**src/rtl/cond_flag_unit.sv**
```systemverilog
// cond_flag_unit
// Consumer end of the ALU flag interface. Holds the architectural NZCV
// register, evaluates the instruction condition field against it, gates
// the PC/register/memory write enables and keeps executed/squashed
// instruction counters for performance measurement.
module cond_flag_unit #(
    parameter int CNT_W = 32
) (
    input  logic             CLK,
    input  logic             Reset_n,
    input  logic             Valid,
    input  logic             Stall,
    input  logic [3:0]       Cond,
    input  logic [3:0]       ALUFlags,
    input  logic [1:0]       FlagW,
    input  logic             PCS,
    input  logic             RegW,
    input  logic             MemW,
    input  logic             NoWrite,
    input  logic             CntClr,
    output logic             CondEx,
    output logic             PCSrc,
    output logic             RegWrite,
    output logic             MemWrite,
    output logic [3:0]       Flags,
    output logic             C_out,
    output logic [CNT_W-1:0] ExecCount,
    output logic [CNT_W-1:0] SquashCount
);

    // Architectural state
    logic [3:0]       flags_reg;
    logic [3:0]       flags_next;
    logic [CNT_W-1:0] exec_cnt_reg;
    logic [CNT_W-1:0] exec_cnt_next;
    logic [CNT_W-1:0] squash_cnt_reg;
    logic [CNT_W-1:0] squash_cnt_next;

    // Decoded views of the registered flags
    logic flag_n;
    logic flag_z;
    logic flag_c;
    logic flag_v;

    // Condition evaluation: the eight base predicates, each paired with
    // its complement on odd encodings (AL/NV fall out as 1 / ~1).
    logic [7:0]  base_cond;
    logic [15:0] cond_table;

    // Update enable: a live instruction that is not held and not in reset
    logic go;

    assign flag_n = flags_reg[3];
    assign flag_z = flags_reg[2];
    assign flag_c = flags_reg[1];
    assign flag_v = flags_reg[0];

    // Base predicates; index = Cond[3:1]
    always_comb begin
        base_cond    = 8'b0;
        base_cond[0] = flag_z;                               // EQ / NE
        base_cond[1] = flag_c;                               // CS / CC
        base_cond[2] = flag_n;                               // MI / PL
        base_cond[3] = flag_v;                               // VS / VC
        base_cond[4] = flag_c & ~flag_z;                     // HI / LS
        base_cond[5] = ~(flag_n ^ flag_v);                   // GE / LT
        base_cond[6] = ~flag_z & ~(flag_n ^ flag_v);         // GT / LE
        base_cond[7] = 1'b1;                                 // AL / NV
    end

    genvar gi;
    generate
        for (gi = 0; gi < 16; gi++) begin : g_cond
            if ((gi % 2) == 1) begin : g_inv
                assign cond_table[gi] = ~base_cond[gi/2];
            end else begin : g_pos
                assign cond_table[gi] = base_cond[gi/2];
            end
        end
    endgenerate

    // Condition result and gated write enables; CondEx never looks at ALUFlags
    always_comb begin
        go       = Valid & ~Stall & Reset_n;
        CondEx   = cond_table[Cond];
        PCSrc    = PCS & CondEx & go;
        RegWrite = RegW & ~NoWrite & CondEx & go;
        MemWrite = MemW & CondEx & go;
    end

    // Next flags: each pair written independently, only by a passing instruction
    always_comb begin
        flags_next = flags_reg;
        if (go && CondEx) begin
            if (FlagW[1]) begin
                flags_next[3:2] = ALUFlags[3:2];
            end
            if (FlagW[0]) begin
                flags_next[1:0] = ALUFlags[1:0];
            end
        end
    end

    // Next counter values; an explicit clear beats a same-cycle increment
    always_comb begin
        exec_cnt_next   = exec_cnt_reg;
        squash_cnt_next = squash_cnt_reg;
        if (CntClr) begin
            exec_cnt_next   = '0;
            squash_cnt_next = '0;
        end else if (go) begin
            if (CondEx) begin
                exec_cnt_next = exec_cnt_reg + {{(CNT_W-1){1'b0}}, 1'b1};
            end else begin
                squash_cnt_next = squash_cnt_reg + {{(CNT_W-1){1'b0}}, 1'b1};
            end
        end
    end

    // State register with synchronous active-low reset
    always_ff @(posedge CLK) begin
        if (!Reset_n) begin
            flags_reg      <= 4'b0000;
            exec_cnt_reg   <= '0;
            squash_cnt_reg <= '0;
        end else begin
            flags_reg      <= flags_next;
            exec_cnt_reg   <= exec_cnt_next;
            squash_cnt_reg <= squash_cnt_next;
        end
    end

    assign Flags       = flags_reg;
    assign C_out       = flags_reg[1];
    assign ExecCount   = exec_cnt_reg;
    assign SquashCount = squash_cnt_reg;

endmodule

```
**config.mk**
```make
export PLATFORM = sky130hd
export DESIGN_NAME = cond_flag_unit
export DESIGN_NICKNAME = d
export VERILOG_FILES = /design/src/rtl/cond_flag_unit.sv
export SDC_FILE = /design/constraint.sdc
export NUM_CORES = 1
export LEC_CHECK = 0
export CAP_MARGIN = 10
export CORE_ASPECT_RATIO = 1.75
export CORE_MARGIN = 4
export CORE_UTILIZATION = 50
export CTS_CLUSTER_DIAMETER = 60
export DETAILED_ROUTE_END_ITERATION = 8
export GPL_TIMING_DRIVEN = 0
export HOLD_SLACK_MARGIN = 0.12
export PLACE_DENSITY = 0.91
export RECOVER_POWER = 50
export SETUP_SLACK_MARGIN = 0.2
export SYNTH_ARGS = -nofsm -noshare
export SYNTH_HDL_FRONTEND = slang
export SYNTH_SLANG_ARGS = --single-unit
```
**constraint.sdc**
```tcl
create_clock -name CLK -period 4.19 [get_ports CLK]
set_input_delay 0.419 -clock CLK [delete_from_list [all_inputs] [get_ports CLK]]
set_output_delay 0.419 -clock CLK [all_outputs]
set_load 0.05 [all_outputs]
```
==> results of run 1 <==
-- registers in the layout, indices dropped and copies added, names as in the netlist --
name,flops
SquashCount,32
ExecCount,32
Flags,4
-- final timing paths --
check,endpoint,cells past startpoint
worst max-delay path,MemWrite,8
worst min register to register,Flags[2]$_SDFFE_PN0P_,2
worst min-delay path,Flags[0]$_SDFFE_PN0P_,3
worst max register to register,ExecCount[29]$_SDFFE_PP0P_,5
-- power by group through the flow --
stage          Combinational, W  Sequential (W)  Clock [W]
2_1_floorplan         0.0000367        0.000668          0
3_3_place_gp          0.0000745        0.000664          0
3_5_place_dp          0.0000761        0.000664          0
4_1_cts               0.0000766        0.000650   0.000894
5_1_grt               0.0000810        0.000650   0.000924
6_report              0.0000760        0.000650   0.000886
-- cell families (layout without fill, tap and decap cells) --
family,after synthesis,count (layout),synth area share
AOI/OAI and AO/OA,83,83,0.172
buffers and inverters,31,137,0.0388
muxes,3,3,0.00863
adders and majority gates,2,2,0.00719
and+or+nand+nor,174,174,0.249
xor gates and xnor gates,53,53,0.133
DFF,68,68,0.391
-- worst min-delay path: stages --
cell	delay [ps]
clkbuf_1	170
nand2_1	100
o21ai_0	60
-- synth_stat cells (2+ instances only) --
cell       number  area share
a2111oi_1       2      0.0058
a2111oi_2       3       0.013
a211oi_1       13       0.028
a21boi_0        2      0.0043
a21oi_1        20       0.029
and2_1         12       0.022
and3_1          5      0.0090
and4_1          3      0.0075
buf_2           6      0.0086
clkbuf_1       12       0.013
dfxtp_1        68        0.39
ha_1            2      0.0072
inv_1          11       0.012
mux2i_1         3      0.0086
nand2_1        29       0.031
nand2b_1        2      0.0036
nand3_1        24       0.035
nand3b_1        2      0.0043
nand4_1        15       0.027
nor2_1         58       0.063
nor3_1          3      0.0043
nor4_1          3      0.0054
o2111ai_1       7       0.018
o211ai_1       10       0.022
o21a_1          3      0.0065
o21ai_0        10       0.014
o31ai_1         4      0.0086
or2_2           2      0.0036
or3_1           4      0.0072
or4_1           5       0.011
xnor2_1        39       0.098
xor2_1         14       0.035
-- area by class of cell --
cell class | count | area [um2]
plain buffers | 20 | 93.8
clock buffers | 12 | 256
clock inverters | 4 | 95.1
fillers | 526 | 1970
inverters | 11 | 41.3
multi-input cells | 315 | 1980
flip-flops and latches | 68 | 1360
well taps | 84 | 105
repair buffers | 90 | 901
-- routing by layer --
metal	part of all wire	global-route usage
met2	0.56	0.465
met1	0.35	0.240
met3	0.055	0.0460
met4	0.030	0.127
met5	0	0
-- per-stage QoR --
stage	total power [W]	utilization
after global routing	0.00165	0.711
after CTS	0.00162	0.711
after global placement	0.000738	0.659
after floorplan	0.000705	-
after detailed placement	0.000740	0.659
final	0.00161	0.711
==> summary.md, run 1 <==
| Metric | Value |
|---|---|
| Clock Power Share | 0.550 |
| Die Area | 0.00841 mm2 |
| # setup viols final | 0 |
| Top delay family on crit path | buffers and inverters |
| Vias in the first global route | between 3000 and 4000 |
| H-tree Lvls | 3 |
| Status | complete, no violations |
| RSZ-0062 raised after global routing | no |
| Post-synth EDFFs | 0 |
| Global-route wire length before repair | 16700 um |
| Die W | 71.1 um |
| Crit path buffers/inverters | 3 |
| Share of cells above drive strength 1 | 0.0635 |
| Synth warn | 0 |
| DR WL/cell | 16.5 um |
| WL final | 9980 um |
| IO Count | 92 |
| Total GRT Usage | 0.244 |
| Slew Viols, Final | 0 |
| Final std cells w/o fill | 604 |
| Setup ws final | 354 ps |
| Dpl cells | 588 |
| Worst setup startpoint | Cond[2] |
| Number of port buffers | 90 |
| CTS Sinks | between 60 and 70 |
| Slew @ Worst Pin | ~810 ps |
| Setup crit end kind | primary output |
| Hold_ws | 469 ps |
| Number of routed nets with antenna violations | 0 |
| Slowest-stage cell, CP | clkdlybuf4s50_1 |
| Final hold violations | 0 |
| Post-route setup TNS | 0 ps |
| Post-CTS Hold Buffers | 0 |
| Postcts setup bufs | 0 |
| PD cells | 333 mW/mm2 |
| Clock slew at reported path FFs | 50 ps |
| Synthesized cell area | 0.00348 mm2 |
| Yosys reg bits | 68 |
| Maximum vdd drop | approximately 230 uV |
| Clk buf depth | 2 |
| Distinct cells, synth | 50 |
| CTS resizes | 0 |
| Starting DRT DRC Count | approximately 240 |
| Placed Area | around 0.0045 mm2 |
| Root buffer cell | clkbuf_16 |
| Fmax | 261 MHz |
| Leakage | 1.72 nW |
| CP peak stage delay | 810 ps |
| Worst slack, placed | 475 ps |
| Commonest cells after routing, fill and taps aside | 70 x dlygate4sd3_1, 68 x dfxtp_1, 58 x nor2_1 |
| Pin count of the biggest net entering global routing | 12 |
| Psw | 0.000322 W |
| Mapped Nets | 435 |
| Design area | 0.00484 mm2 |
| CP startpoint kind | input pin |
| Period Utilization, post-route | 0.916 |
| Register share of total power | 0.403 |
| Via Count | 3501 |
| Comb pwr share | 0.047 |
| Detailed Routing Iterations Pass 1 | 5 |
| Internal power | 0.00129 W |
| Worst-Skew Late Latency | 330 ps |
| Commonest non-fill, non-tap cell in the layout | dlygate4sd3_1 |
| Reg-to-reg startpoint | ExecCount[2]$_SDFFE_PP0P_ |
| Post-synth top flop | dfxtp_1 |
| Worst hold path class | in -> reg |
| Vias per inst | around 5.8 |
| Arr. time, crit path | 3420 ps |
| Area Overhead vs Synth | 39.0% |
| Placer congestion estimate | 0.864 |
| Core footprint | 0.00681 mm2 |
| Clock skew | about 5.8 ps |
| DP HPWL | 7360 um |
| Mean Syn Cell Area | around 8.4 um2 |
| Kind of critical path | in -> out |
| Inserted Clock Buffers | 9 |
| Min-delay src | Reset_n |
| N_diodes | 0 |
| Cells after Synth | 414 |
| Async set-reset flop share out of synthesis | 0 |
| Max cap viols | 0 |
| Critical path fanouts, max | 10 |
| Antenna violations before repair | 0 |
| Tmin final | around 3800 ps |
| Grt ovf | 0 |
| Sw Ratio | 0.200 |
| CP required | 3770 ps |
| Initial Utilization | 0.511 |
| TritonCTS clock tree | yes |
| DRC viols | 0 |
| Nets | 536 |
| Vert. Die Dim | 118 um |
| R2R setup slack | 1700 ps |
| Std cell rows | 40 |
| Sequential area share after synthesis | 0.391 |
| Normalized max-slew margin | 0.459 |
| Critical Path, Cell by Cell | dlygate4sd3_1 > o21ba_2 > o221a_2 > nor4_1 > or2_2 > clkbuf_1 > and2_1 > clkdlybuf4s50_1 |
(Power assumes the default switching activity.)
==> run 2: changes to the inputs <==
Settings changed: CTS_CLUSTER_SIZE set to 28.
==> results of run 2 <==
The final DEF is identical to that of run 1; final timing and power are the same.
==> run 3: changes to the inputs <==
Settings changed: ABC_AREA set to 1, CORE_ASPECT_RATIO 1.75 to 1.1, PLACE_DENSITY 0.91 to 0.87.
==> summary.md, run 3 <==
| Metric | Value |
|---|---|
| # setup viols final | 0 |
| Final hold violations | 0 |
| Global-route wire length before repair | 22800 um |
| CP required | 3770 ps |
| Kind of critical path | in -> out |
| Mapped Nets | roughly 750 |
| Root buffer cell | clkbuf_8 |
| Worst setup startpoint | Cond[1] |
| # fillers | 793 |
| DP HPWL | 10500 um |
| Number of port buffers | 91 |
| Arr. time, crit path | 3190 ps |
| Tmin final | 3610 ps |
| Detailed Routing Iterations Pass 1 | 7 |
| Total GRT Usage | 0.263 |
| Sequential area share after synthesis | 0.306 |
| Overall Power | between 0.001 and 0.0015 W |
| Placer congestion estimate | 0.974 |
| Share of cells above drive strength 1 | 0.0442 |
| Largest area contributor in the netlist | dfxtp_1 |
| Critical path fanouts, max | 10 |
| Cells after Synth | 732 |
| Nets | 855 |
| Grt ovf | 0 |
| Pin count of the biggest net entering global routing | 13 |
| Clock skew | approximately 14 ps |
| Worst hold path class | reg -> reg |
| Post-CTS Hold Buffers | 0 |
| Yosys reg bits | between 60 and 70 |
| Leakage | between 2 and 2.5 nW |
| Most numerous cell in the Yosys netlist | nand2_1 |
| Status | complete, no violations |
| H-tree Lvls | 3 |
| Clock slew at reported path FFs | 80 ps |
| Distinct cells, synth | 26 |
| Synth warn | 0 |
| Async set-reset flop share out of synthesis | 0 |
| Core footprint | 0.00854 mm2 |
| Std cell rows | 35 |
| Antenna violations before repair | 0 |
| Post-synth top flop | dfxtp_1 |
| Maximum vdd drop | 180 uV |
| Vert. Die Dim | 107 um |
| Commonest cells after routing, fill and taps aside | 299 x nand2_1, 107 x nor2_1, 68 x dfxtp_1, 68 x clkdlybuf4s50_1, 63 x a21oi_1 |
| DR WL/cell | 14.2 um |
| Post-route setup TNS | 0 ps |
| Hold_ws | 497 ps |
| Commonest non-fill, non-tap cell in the layout | nand2_1 |
| Post-synth EDFFs | 0 |
| R2R cell count | 12 |
| Slowest-stage cell, CP | clkdlybuf4s50_1 |
| Clk buf depth | 2 |
| Slew Viols, Final | 0 |
| PD cells | 261 mW/mm2 |
| Mean Syn Cell Area | 6.07 um2 |
| Synthesized cell area | about 0.0044 mm2 |
| Largest family of logic cells by synthesized area | simple AND/OR/NAND/NOR gates |
| RSZ-0062 raised after global routing | no |
| CTS Sinks | 68 |
| Critical Path, Cell by Cell | dlygate4sd3_1 > inv_1 > nand2_1 > nand3_1 > nand3_1 > nand2_1 > nand2_1 > nand3_2 > inv_1 > buf_4 > nand2_1 > nor2_1 > clkdlybuf4s50_1 |
| Period Utilization, post-route | 0.861 |
| Starting DRT DRC Count | roughly 260 |
| Inserted Clock Buffers | 9 |
| Fmax | 277 MHz |
| Vias per inst | 5.40 |
| CP startpoint kind | input pin |
| Die W | between 90 and 100 um |
| Normalized max-slew margin | 0.605 |
| Initial Utilization | 0.520 |
| Top-area cell type share of the netlist area | 0.306 |
| Mux share of post-synthesis cell area | 0 |
| Synth top cells by count | 297 x nand2_1, 107 x nor2_1, 68 x dfxtp_1 |
| N_diodes | 0 |
| DRC viols | 0 |
| Compound-Gate Fraction of Synth Area | 0.0741 |
| Number of routed nets with antenna violations | 0 |
| Worst-Skew Late Latency | 350 ps |
| CTS resizes | 0 |
| Worst hold path depth | 2 |
| Synth Area in XOR/XNOR | 0.0592 |
| Die Area | 0.0105 mm2 |
| Setup crit end kind | primary output |
| TritonCTS clock tree | yes |
| Area Overhead vs Synth | 28.6% |
| Via Count | 5121 |
| Synth Area in Simple Gates | 0.484 |
| Vias in the first global route | a little under 5000 |
| Synth top area cells | dfxtp_1 31%, nand2_1 25%, nor2_1 9.0% |
| Synth Area in Adders | 0.00563 |
| CP peak stage delay | between 800 and 900 ps |
| CP dominant cell by count | nand2_1 |
| Slew @ Worst Pin | 593 ps |
| Reg-to-reg startpoint | Flags[0]$_SDFFE_PN0P_ |
| Min-delay src | SquashCount[31]$_SDFFE_PP0P_ |
| Postcts setup bufs | 0 |
| WL final | between 10000 and 15000 um |
| Max cap viols | 0 |
| IO Count | 92 |
run 3: path summary, 6_finish.rpt:
path / to / slack, ps
worst min-delay path: SquashCount[31]$_SDFFE_PP0P_ / 500
worst min register to register: SquashCount[31]$_SDFFE_PP0P_ / 500
worst max-delay path: RegWrite / 580
worst max register to register: SquashCount[13]$_SDFFE_PP0P_ / 1900
run 3: kinds of logic (layout without fill, tap and decap cells):
logic type	after synthesis	count (layout)
compound gates	65	65
xor+xnor	30	30
fa+ha+maj	2	2
buf+inv	64	170
flops	68	68
simple gates	503	503
run 3: critical path, delay by kind of cell:
kind          cells  cell delay (ps)
buf+inv           5             2010
simple gates      8              760
run 3: layout make-up:
class	count	area [um2]	share of cell area
multi-input cells	600	2750	0.482
inverters	40	150	0.0263
plain buffers	24	135	0.0237
clock inverters	6	138	0.0241
flip-flops and latches	68	1360	0.238
clock buffers	9	124	0.0217
well taps	111	139	0.0243
repair buffers	91	911	0.160
run 3: power by group:
part	internal [W]	total, W	switching (W)
Sequential	0.000647	0.000649	0.00000180
Combinational	0.0000406	0.000112	0.0000718
Clock	0.000454	0.000727	0.000272
Total	0.00114	0.00149	0.000346
run 3: per-layer routing:
layer	vias to the layer above	wire, um	share of wire	global-route usage
li1	2544	-	-	-
met1	2312	5250	0.39	0.297
met2	214	6750	0.50	0.471
met3	51	934	0.069	0.0475
met4	0	580	0.043	0.133
met5	-	0	0	0
run 3: through the flow:
step / cells / instance area [um2] / util / setup WS [ps]
2_1_floorplan: 732 / 4440 / - / 1590
3_3_place_gp: 934 / 5490 / 0.643 / 791
3_5_place_dp: 934 / 5490 / 0.643 / 798
4_1_cts: 949 / 5750 / 0.674 / 774
5_1_grt: 949 / 5710 / 0.669 / 380
6_report: 949 / 5710 / 0.669 / 583
